===== config.mk =====
export PLATFORM = sky130hd
export DESIGN_NAME = word_sequencer
export DESIGN_NICKNAME = d
export VERILOG_FILES = /design/src/rtl/wordseq_pkg.sv /design/src/rtl/word_rom.sv /design/src/rtl/word_sequencer.sv
export SDC_FILE = /design/constraint.sdc
export NUM_CORES = 1
export LEC_CHECK = 0
export ABC_AREA = 1
export BUFFER_PORTS_ARGS = -buffer_cell sky130_fd_sc_hd__buf_2
export CELL_PAD_IN_SITES_DETAIL_PLACEMENT = 1
export CELL_PAD_IN_SITES_GLOBAL_PLACEMENT = 2
export CORE_ASPECT_RATIO = 0.8
export CORE_MARGIN = 1.5
export CORE_UTILIZATION = 32
export DETAILED_ROUTE_END_ITERATION = 8
export PLACE_DENSITY_LB_ADDON = 0.08
export SYNTH_ARGS = -nofsm -noshare
export SYNTH_HDL_FRONTEND = slang
export SYNTH_HIERARCHICAL = 1
export SYNTH_SLANG_ARGS = --single-unit

===== constraint.sdc =====
create_clock -name sysclk -period 2.7 [get_ports sysclk]
set_input_delay 0.135 -clock sysclk [delete_from_list [all_inputs] [get_ports sysclk]]
set_output_delay 0.135 -clock sysclk [all_outputs]
set_load 0.03 [all_outputs]

===== src/rtl/wordseq_pkg.sv =====
// wordseq_pkg: shared types and constants for the word sequencer.
//   state_t        - sequencer FSM states (ST_SEP exists only when
//                    WORDSEQ_SEP_EN is defined)
//   ROM constants  - the four ASCII words and their length table
//   find_set_bit() - lowest set bit of a mask at or above a start index
package wordseq_pkg;

  typedef enum logic [2:0] {
    ST_IDLE  = 3'd0,
    ST_LOAD  = 3'd1,
    ST_SEND  = 3'd2,
    ST_ACK   = 3'd3,
    ST_DRAIN = 3'd4,
    ST_NEXT  = 3'd5,
    ST_GAP   = 3'd6
`ifdef WORDSEQ_SEP_EN
    , ST_SEP = 3'd7
`endif
  } state_t;

  localparam int ROM_WORDS     = 4;
  localparam int ROM_STR_BYTES = 16;

  typedef logic [8*ROM_STR_BYTES-1:0] rom_str_t;

  // Strings are right-justified: the first character sits in the highest
  // occupied byte, the last character in bits [7:0].
  localparam rom_str_t WORD0_STR = {40'h0, "HELLO WORLD"};
  localparam rom_str_t WORD1_STR = {48'h0, "FPGA BOARD"};
  localparam rom_str_t WORD2_STR = {72'h0, "VERILOG"};
  localparam rom_str_t WORD3_STR = {96'h0, "DONE"};

  localparam int WORD_LEN_TABLE [ROM_WORDS] = '{11, 10, 7, 4};

  typedef struct packed {
    logic       found;
    logic [3:0] idx;
  } bit_hit_t;

  // Scanning downward lets the last hit win, which yields the lowest set
  // bit whose index is >= first.
  function automatic bit_hit_t find_set_bit(input logic [15:0] mask, input int first);
    bit_hit_t hit;
    hit = '0;
    for (int i = 15; i >= 0; i--) begin
      if (mask[i] && (i >= first)) begin
        hit.found = 1'b1;
        hit.idx   = 4'(i);
      end
    end
    return hit;
  endfunction

endpackage


===== src/rtl/word_rom.sv =====
// word_rom: combinational character ROM for the word sequencer.
//   word_idx  in  - word index
//   char_idx  in  - character index within the word
//   char_byte out - ASCII byte; 8'h00 when char_idx is past the word end
//   word_len  out - length of the selected word (1 for unpopulated words)
module word_rom
  import wordseq_pkg::*;
#(
  parameter  int NUM_WORDS = 4,
  parameter  int MAX_LEN   = 16,
  localparam int WW = (NUM_WORDS > 1) ? $clog2(NUM_WORDS) : 1,
  localparam int CW = (MAX_LEN > 1) ? $clog2(MAX_LEN) : 1,
  localparam int LW = $clog2(MAX_LEN + 1)
) (
  input  logic [WW-1:0] word_idx,
  input  logic [CW-1:0] char_idx,
  output logic [7:0]    char_byte,
  output logic [LW-1:0] word_len
);

  rom_str_t str;
  int       len;

  always_comb begin
    str = '0;
    len = 1;
    case (int'(word_idx))
      0: begin str = WORD0_STR; len = WORD_LEN_TABLE[0]; end
      1: begin str = WORD1_STR; len = WORD_LEN_TABLE[1]; end
      2: begin str = WORD2_STR; len = WORD_LEN_TABLE[2]; end
      3: begin str = WORD3_STR; len = WORD_LEN_TABLE[3]; end
      default: ;
    endcase
    char_byte = 8'h00;
    if (int'(char_idx) < len) begin
      char_byte = str[8*(len - 1 - int'(char_idx)) +: 8];
    end
    word_len = LW'(len);
  end

endmodule


===== src/rtl/word_sequencer.sv =====
// word_sequencer: streams ROM words byte-by-byte into a serializer over a
// start/busy handshake, single-shot or auto-repeat with an inter-pass gap.
//   sysclk, rst_n  - clock, asynchronous active-low reset
//   word_en        - per-word enable mask
//   write_pulse    - request one pass (ignored while busy)
//   auto_toggle    - flip auto-repeat mode
//   tx_busy        - serializer busy
//   tx_data/tx_start - byte and one-cycle strobe to the serializer
//   auto_on, busy, cur_word - status
// Optional feature: define WORDSEQ_SEP_EN to send SEP_BYTE after each word.
module word_sequencer
  import wordseq_pkg::*;
#(
  parameter  int          NUM_WORDS  = 4,
  parameter  int          MAX_LEN    = 16,
  parameter  int          GAP_CYCLES = 25_000_000,
`ifdef WORDSEQ_SEP_EN
  parameter  logic [7:0]  SEP_BYTE   = 8'h20,
`endif
  localparam int WW = (NUM_WORDS > 1) ? $clog2(NUM_WORDS) : 1,
  localparam int CW = (MAX_LEN > 1) ? $clog2(MAX_LEN) : 1,
  localparam int LW = $clog2(MAX_LEN + 1),
  localparam int GW = $clog2(GAP_CYCLES + 1)
) (
  input  logic                 sysclk,
  input  logic                 rst_n,
  input  logic [NUM_WORDS-1:0] word_en,
  input  logic                 write_pulse,
  input  logic                 auto_toggle,
  input  logic                 tx_busy,
  output logic [7:0]           tx_data,
  output logic                 tx_start,
  output logic                 auto_on,
  output logic                 busy,
  output logic [WW-1:0]        cur_word
);

  localparam logic [GW-1:0] GAP_LAST = GW'(GAP_CYCLES - 1);

  state_t        state_q, state_d;
  logic [CW-1:0] char_q, char_d;
  logic [GW-1:0] gap_q, gap_d;
  logic [7:0]    tx_data_q, tx_data_d;
  logic          tx_start_q, tx_start_d;
  logic          auto_q, auto_d;
  logic          busy_q, busy_d;
  logic [WW-1:0] cur_word_q, cur_word_d;
`ifdef WORDSEQ_SEP_EN
  logic          sep_q, sep_d;
`endif

  logic [7:0]    rom_byte;
  logic [LW-1:0] rom_len;
  logic [15:0]   mask16;
  bit_hit_t      first_hit, above_hit;
  logic          mask_any, last_char, start_req, gap_done;

  word_rom #(
    .NUM_WORDS (NUM_WORDS),
    .MAX_LEN   (MAX_LEN)
  ) u_rom (
    .word_idx  (cur_word_q),
    .char_idx  (char_q),
    .char_byte (rom_byte),
    .word_len  (rom_len)
  );

  assign mask16    = 16'(word_en);
  assign first_hit = find_set_bit(mask16, 0);
  assign above_hit = find_set_bit(mask16, int'(cur_word_q) + 1);
  assign mask_any  = |word_en;
  assign last_char = (LW'(char_q) == (rom_len - LW'(1)));
  // Auto mode re-arms from IDLE on its own; an empty mask drops the request.
  assign start_req = (write_pulse || auto_q) && mask_any;
  assign gap_done  = (gap_q == GAP_LAST);

  always_ff @(posedge sysclk or negedge rst_n) begin
    if (!rst_n) begin
      state_q <= ST_IDLE;
    end else begin
      state_q <= state_d;
    end
  end

  always_comb begin
    state_d = state_q;
    case (state_q)
      ST_IDLE:  if (start_req) state_d = ST_LOAD;
      ST_LOAD:  state_d = ST_SEND;
      ST_SEND:  if (!tx_busy) state_d = ST_ACK;
      ST_ACK:   if (tx_busy) state_d = ST_DRAIN;
      ST_DRAIN: begin
        if (!tx_busy) begin
`ifdef WORDSEQ_SEP_EN
          if (sep_q)          state_d = ST_NEXT;
          else if (last_char) state_d = ST_SEP;
          else                state_d = ST_SEND;
`else
          state_d = last_char ? ST_NEXT : ST_SEND;
`endif
        end
      end
`ifdef WORDSEQ_SEP_EN
      ST_SEP:   if (!tx_busy) state_d = ST_ACK;
`endif
      ST_NEXT: begin
        if (above_hit.found) state_d = ST_LOAD;
        else if (auto_q)     state_d = ST_GAP;
        else                 state_d = ST_IDLE;
      end
      ST_GAP: begin
        if (!auto_q)       state_d = ST_IDLE;
        else if (gap_done) state_d = mask_any ? ST_LOAD : ST_IDLE;
      end
      default: state_d = ST_IDLE;
    endcase
  end

  // Output and datapath next values; every output is registered so the
  // serializer sees glitch-free strobes.
  always_comb begin
    char_d     = char_q;
    gap_d      = '0;
    tx_data_d  = tx_data_q;
    tx_start_d = 1'b0;
    cur_word_d = cur_word_q;
    auto_d     = auto_q ^ auto_toggle;
    busy_d     = (state_d != ST_IDLE);
`ifdef WORDSEQ_SEP_EN
    sep_d      = sep_q;
`endif
    case (state_q)
      ST_IDLE: if (start_req) cur_word_d = WW'(first_hit.idx);
      ST_LOAD: char_d = '0;
      ST_SEND: begin
        if (!tx_busy) begin
          tx_data_d  = rom_byte;
          tx_start_d = 1'b1;
        end
      end
      ST_DRAIN: begin
        if (!tx_busy) begin
`ifdef WORDSEQ_SEP_EN
          if (sep_q)           sep_d  = 1'b0;
          else if (!last_char) char_d = char_q + CW'(1);
`else
          if (!last_char) char_d = char_q + CW'(1);
`endif
        end
      end
`ifdef WORDSEQ_SEP_EN
      ST_SEP: begin
        if (!tx_busy) begin
          tx_data_d  = SEP_BYTE;
          tx_start_d = 1'b1;
          sep_d      = 1'b1;
        end
      end
`endif
      ST_NEXT: if (above_hit.found) cur_word_d = WW'(above_hit.idx);
      ST_GAP: begin
        // Counter holds at its terminal value rather than wrapping.
        if (auto_q) begin
          if (gap_done) begin
            gap_d = gap_q;
            if (mask_any) cur_word_d = WW'(first_hit.idx);
          end else begin
            gap_d = gap_q + GW'(1);
          end
        end
      end
      default: ;
    endcase
  end

  always_ff @(posedge sysclk or negedge rst_n) begin
    if (!rst_n) begin
      char_q     <= '0;
      gap_q      <= '0;
      tx_data_q  <= '0;
      tx_start_q <= 1'b0;
      auto_q     <= 1'b0;
      busy_q     <= 1'b0;
      cur_word_q <= '0;
`ifdef WORDSEQ_SEP_EN
      sep_q      <= 1'b0;
`endif
    end else begin
      char_q     <= char_d;
      gap_q      <= gap_d;
      tx_data_q  <= tx_data_d;
      tx_start_q <= tx_start_d;
      auto_q     <= auto_d;
      busy_q     <= busy_d;
      cur_word_q <= cur_word_d;
`ifdef WORDSEQ_SEP_EN
      sep_q      <= sep_d;
`endif
    end
  end

  assign tx_data  = tx_data_q;
  assign tx_start = tx_start_q;
  assign auto_on  = auto_q;
  assign busy     = busy_q;
  assign cur_word = cur_word_q;

endmodule


==> results.yml <==
status:
  status: "completed"
cells_and_area:
  area_growth_pct: 16.76
  fin_util: 0.3876
  mostFrequentLayoutCells: "nand2_1 (156), nor2_1 (62), inv_1 (61)"
  drive_gt1_frac: 0.1701
  nets: 608
  fin_cells: 726
  fill_cells: 1408
  final_common_cell: "nand2_1"
  stdcell_area_um2: 4270
  antenna_cells: 0
power:
  power_density_nw_per_um2: 1126
  ir_drop_uv: 409.8
  power_w: 0.004808
  p_leak_nw: 2.136
job:
  maxCapViolCount: 0
yosys:
  synth-seq-cells: 45
  netlist_top_cells_area: "dfrtp_1 (31%), nand2_1 (16%), nand3_1 (7.3%), inv_1 (6.5%), nor2_1 (6.4%)"
  yosysWarnings: 6
  synth.top_cell.area_share: 0.3079
  post_synth_num_cell_types: 42
  synth_top_cell_by_area: "dfrtp_1"
  synthesis.area_um2: 3657
  seq_area_frac_synth: 0.3079
  postSynthCellCount: 535
  avgSynthCellArea_um2: 6.836
timing:
  period_minus_slack_ns: 2.549
  clock.fmax_mhz: 392.3
  final.setup_skew_ns: 0.01364
  slew_violations: 0
  hold_viol_final: 0
  slew_headroom: 0.6248
  max_slew.worst_pin.slew_ns: 0.5629
  setup_viol: 0
  post-route-period-util: 0.9440
clock_network:
  cts_tree: "built"
  cts_root_buf: "clkbuf_16"
  cts_buffer_depth: 2
  cts.sinks: 45
  numCtsBuffers: 5
  cts_max_level: 2
  path_clk_slew_ns: 0.06
  clkLatencyLatePin_ns: 0.30
detailed_routing:
  vias_per_cell: 4.875
  vias: 3539
  wirelength_um: 11110
  drt.antenna.violating_nets: 0
  dr.pass1.iters: 4
  drt-initial-drc-count: 123
  wl_per_cell_um: 15.30
  drc_errors: 0
placed_design:
  portBuffers: 21
  place_inst: 712
  dpl_cell_area_um2: 4034
  dp_hpwl_um: 8850
  gp_congestion: 0.8554
worst_setup_path:
  start_kind: "flop"
  crit_path_end_kind: "flop"
  cp_data_required_time_ns: 2.93
  worst-endpoint-arrival_ns: 2.78
  path_class: "reg -> reg"
  cp_max_fo: 7
hold_path:
  hp-class: "in -> reg"
floorplanning:
  num_io_pins: 22
  dieArea_um2: 12080
  die_w_um: 122.5
  initial_core_util: 0.3319
  coreArea_um2: 11020
  die_h_um: 98.62
  rows: 34
grt:
  grt_max_degree: 24
  overflow: 0
  grt_pass1_vias: 3673
  globalRouteTotalUtil: 0.1971
  grt_pass1_wl_um: 18730
  antenna_found_initial: 0
==> Yosys cell counts, drive strengths merged <==
cell type  instances
nand2            168
nor2              70
inv               68
nand3             57
dfrtp             45
a21oi             32
ha                17
o21ai             16
nor3              12
nand4             10
buf                9
xor2               7
nand3b             4
xnor2              4
a31oi              3
o21a               2
a211oi             1
a21o               1
clkbuf             1
conb               1
fa                 1
nand2b             1
nor4               1
o211ai             1
o31ai              1
o32ai              1
or2                1
==> through the flow <==
step | TNS, ns | hold WS, ns | setup WS [ns]
after detailed placement | -0.02581 | 0.1600 | -0.02581
after floorplan | 0 | -0.1606 | 0.02454
after CTS | 0 | 0.04481 | 0.03068
final | 0 | 0.05024 | 0.1512
after global placement | 0 | 0.1478 | 0.1528
after global routing | -0.01371 | 0.04121 | -0.007231
==> final cells by class <==
type | count | area (um^2) | area share
Inverter | 68 | 255.2 | 0.05977
Clock buffer | 7 | 132.6 | 0.03106
Timing Repair Buffer | 48 | 317.8 | 0.07442
Multi-Input combinational cell | 413 | 2248 | 0.5265
Clock inverter | 1 | 7.507 | 0.001758
Sequential cell | 45 | 1129 | 0.2643
Tap cell | 144 | 180.2 | 0.04219
==> per-layer routing <==
metal / GRT usage / wire (um) / up-vias
met2: 0.2871 / 4652 / 36
li1: - / - / 1799
met1: 0.3030 / 6080 / 1696
met4: 0.04830 / 107 / 0
met5: 0 / 0 / -
met3: 0.02894 / 270 / 8
==> registers in the layout, summed over array words and instances, names as in the netlist <==
name,count
tx_data,8
tx_start,1
busy,1
auto_on,1
gap_q,25
state_q,3
char_q,4
cur_word,2
==> worst max-delay path: stages, from the launching register on <==
cell and delay [ns]:
dfrtp_2 0.40, inv_1 0.10, ha_2 0.19, inv_1 0.08, nand2_2 0.10, ha_4 0.15, inv_1 0.06, fa_2 0.42
o21ai_2 0.15, nand2_1 0.09, a211oi_4 0.21, buf_6 0.15, nand3_1 0.08, a31oi_1 0.18, nand2_1 0.07, nand2_1 0.06
==> cells by family after synthesis <==
group	after synthesis	synth area share
other cells	1	0.001025
compound gates	58	0.09203
buf+inv	78	0.08963
simple gates	324	0.4122
xor+xnor	11	0.03353
flops	45	0.3079
fa+ha+maj	18	0.06363
==> final timing paths <==
| kind | from | end | cells past startpoint | slack, ns |
|---|---|---|---|---|
| setup reg to reg | cur_word[0] | tx_data[3] | 15 | 0.15 |
| hold / removal | auto_toggle | auto_on | 2 | 0.05 |
| setup / recovery | cur_word[0] | tx_data[3] | 15 | 0.15 |
| min in group asynchronous | rst_n | gap_q[15] | 2 | 0.37 |
| max in group asynchronous | rst_n | state_q[1] | 3 | 1.71 |
| hold reg to reg | tx_data[7] | tx_data[7] | 2 | 0.47 |
==> what timing repair did <==
item	in CTS	in global routing
setup endpoints to repair	1	11
pin swaps	1	3
hold endpoints to repair	21	0
cloned	0	0
hold buffers	1	0
buffers inserted	0	5
resized for setup	1	11
==> report_power, final <==
| part | internal [W] | total [W] | switching (W) |
|---|---|---|---|
| Sequential | 0.000795 | 0.000921 | 0.000126 |
| Combinational | 0.00120 | 0.00328 | 0.00207 |
| Clock | 0.000344 | 0.000612 | 0.000267 |
(Power assumes the default switching activity.)
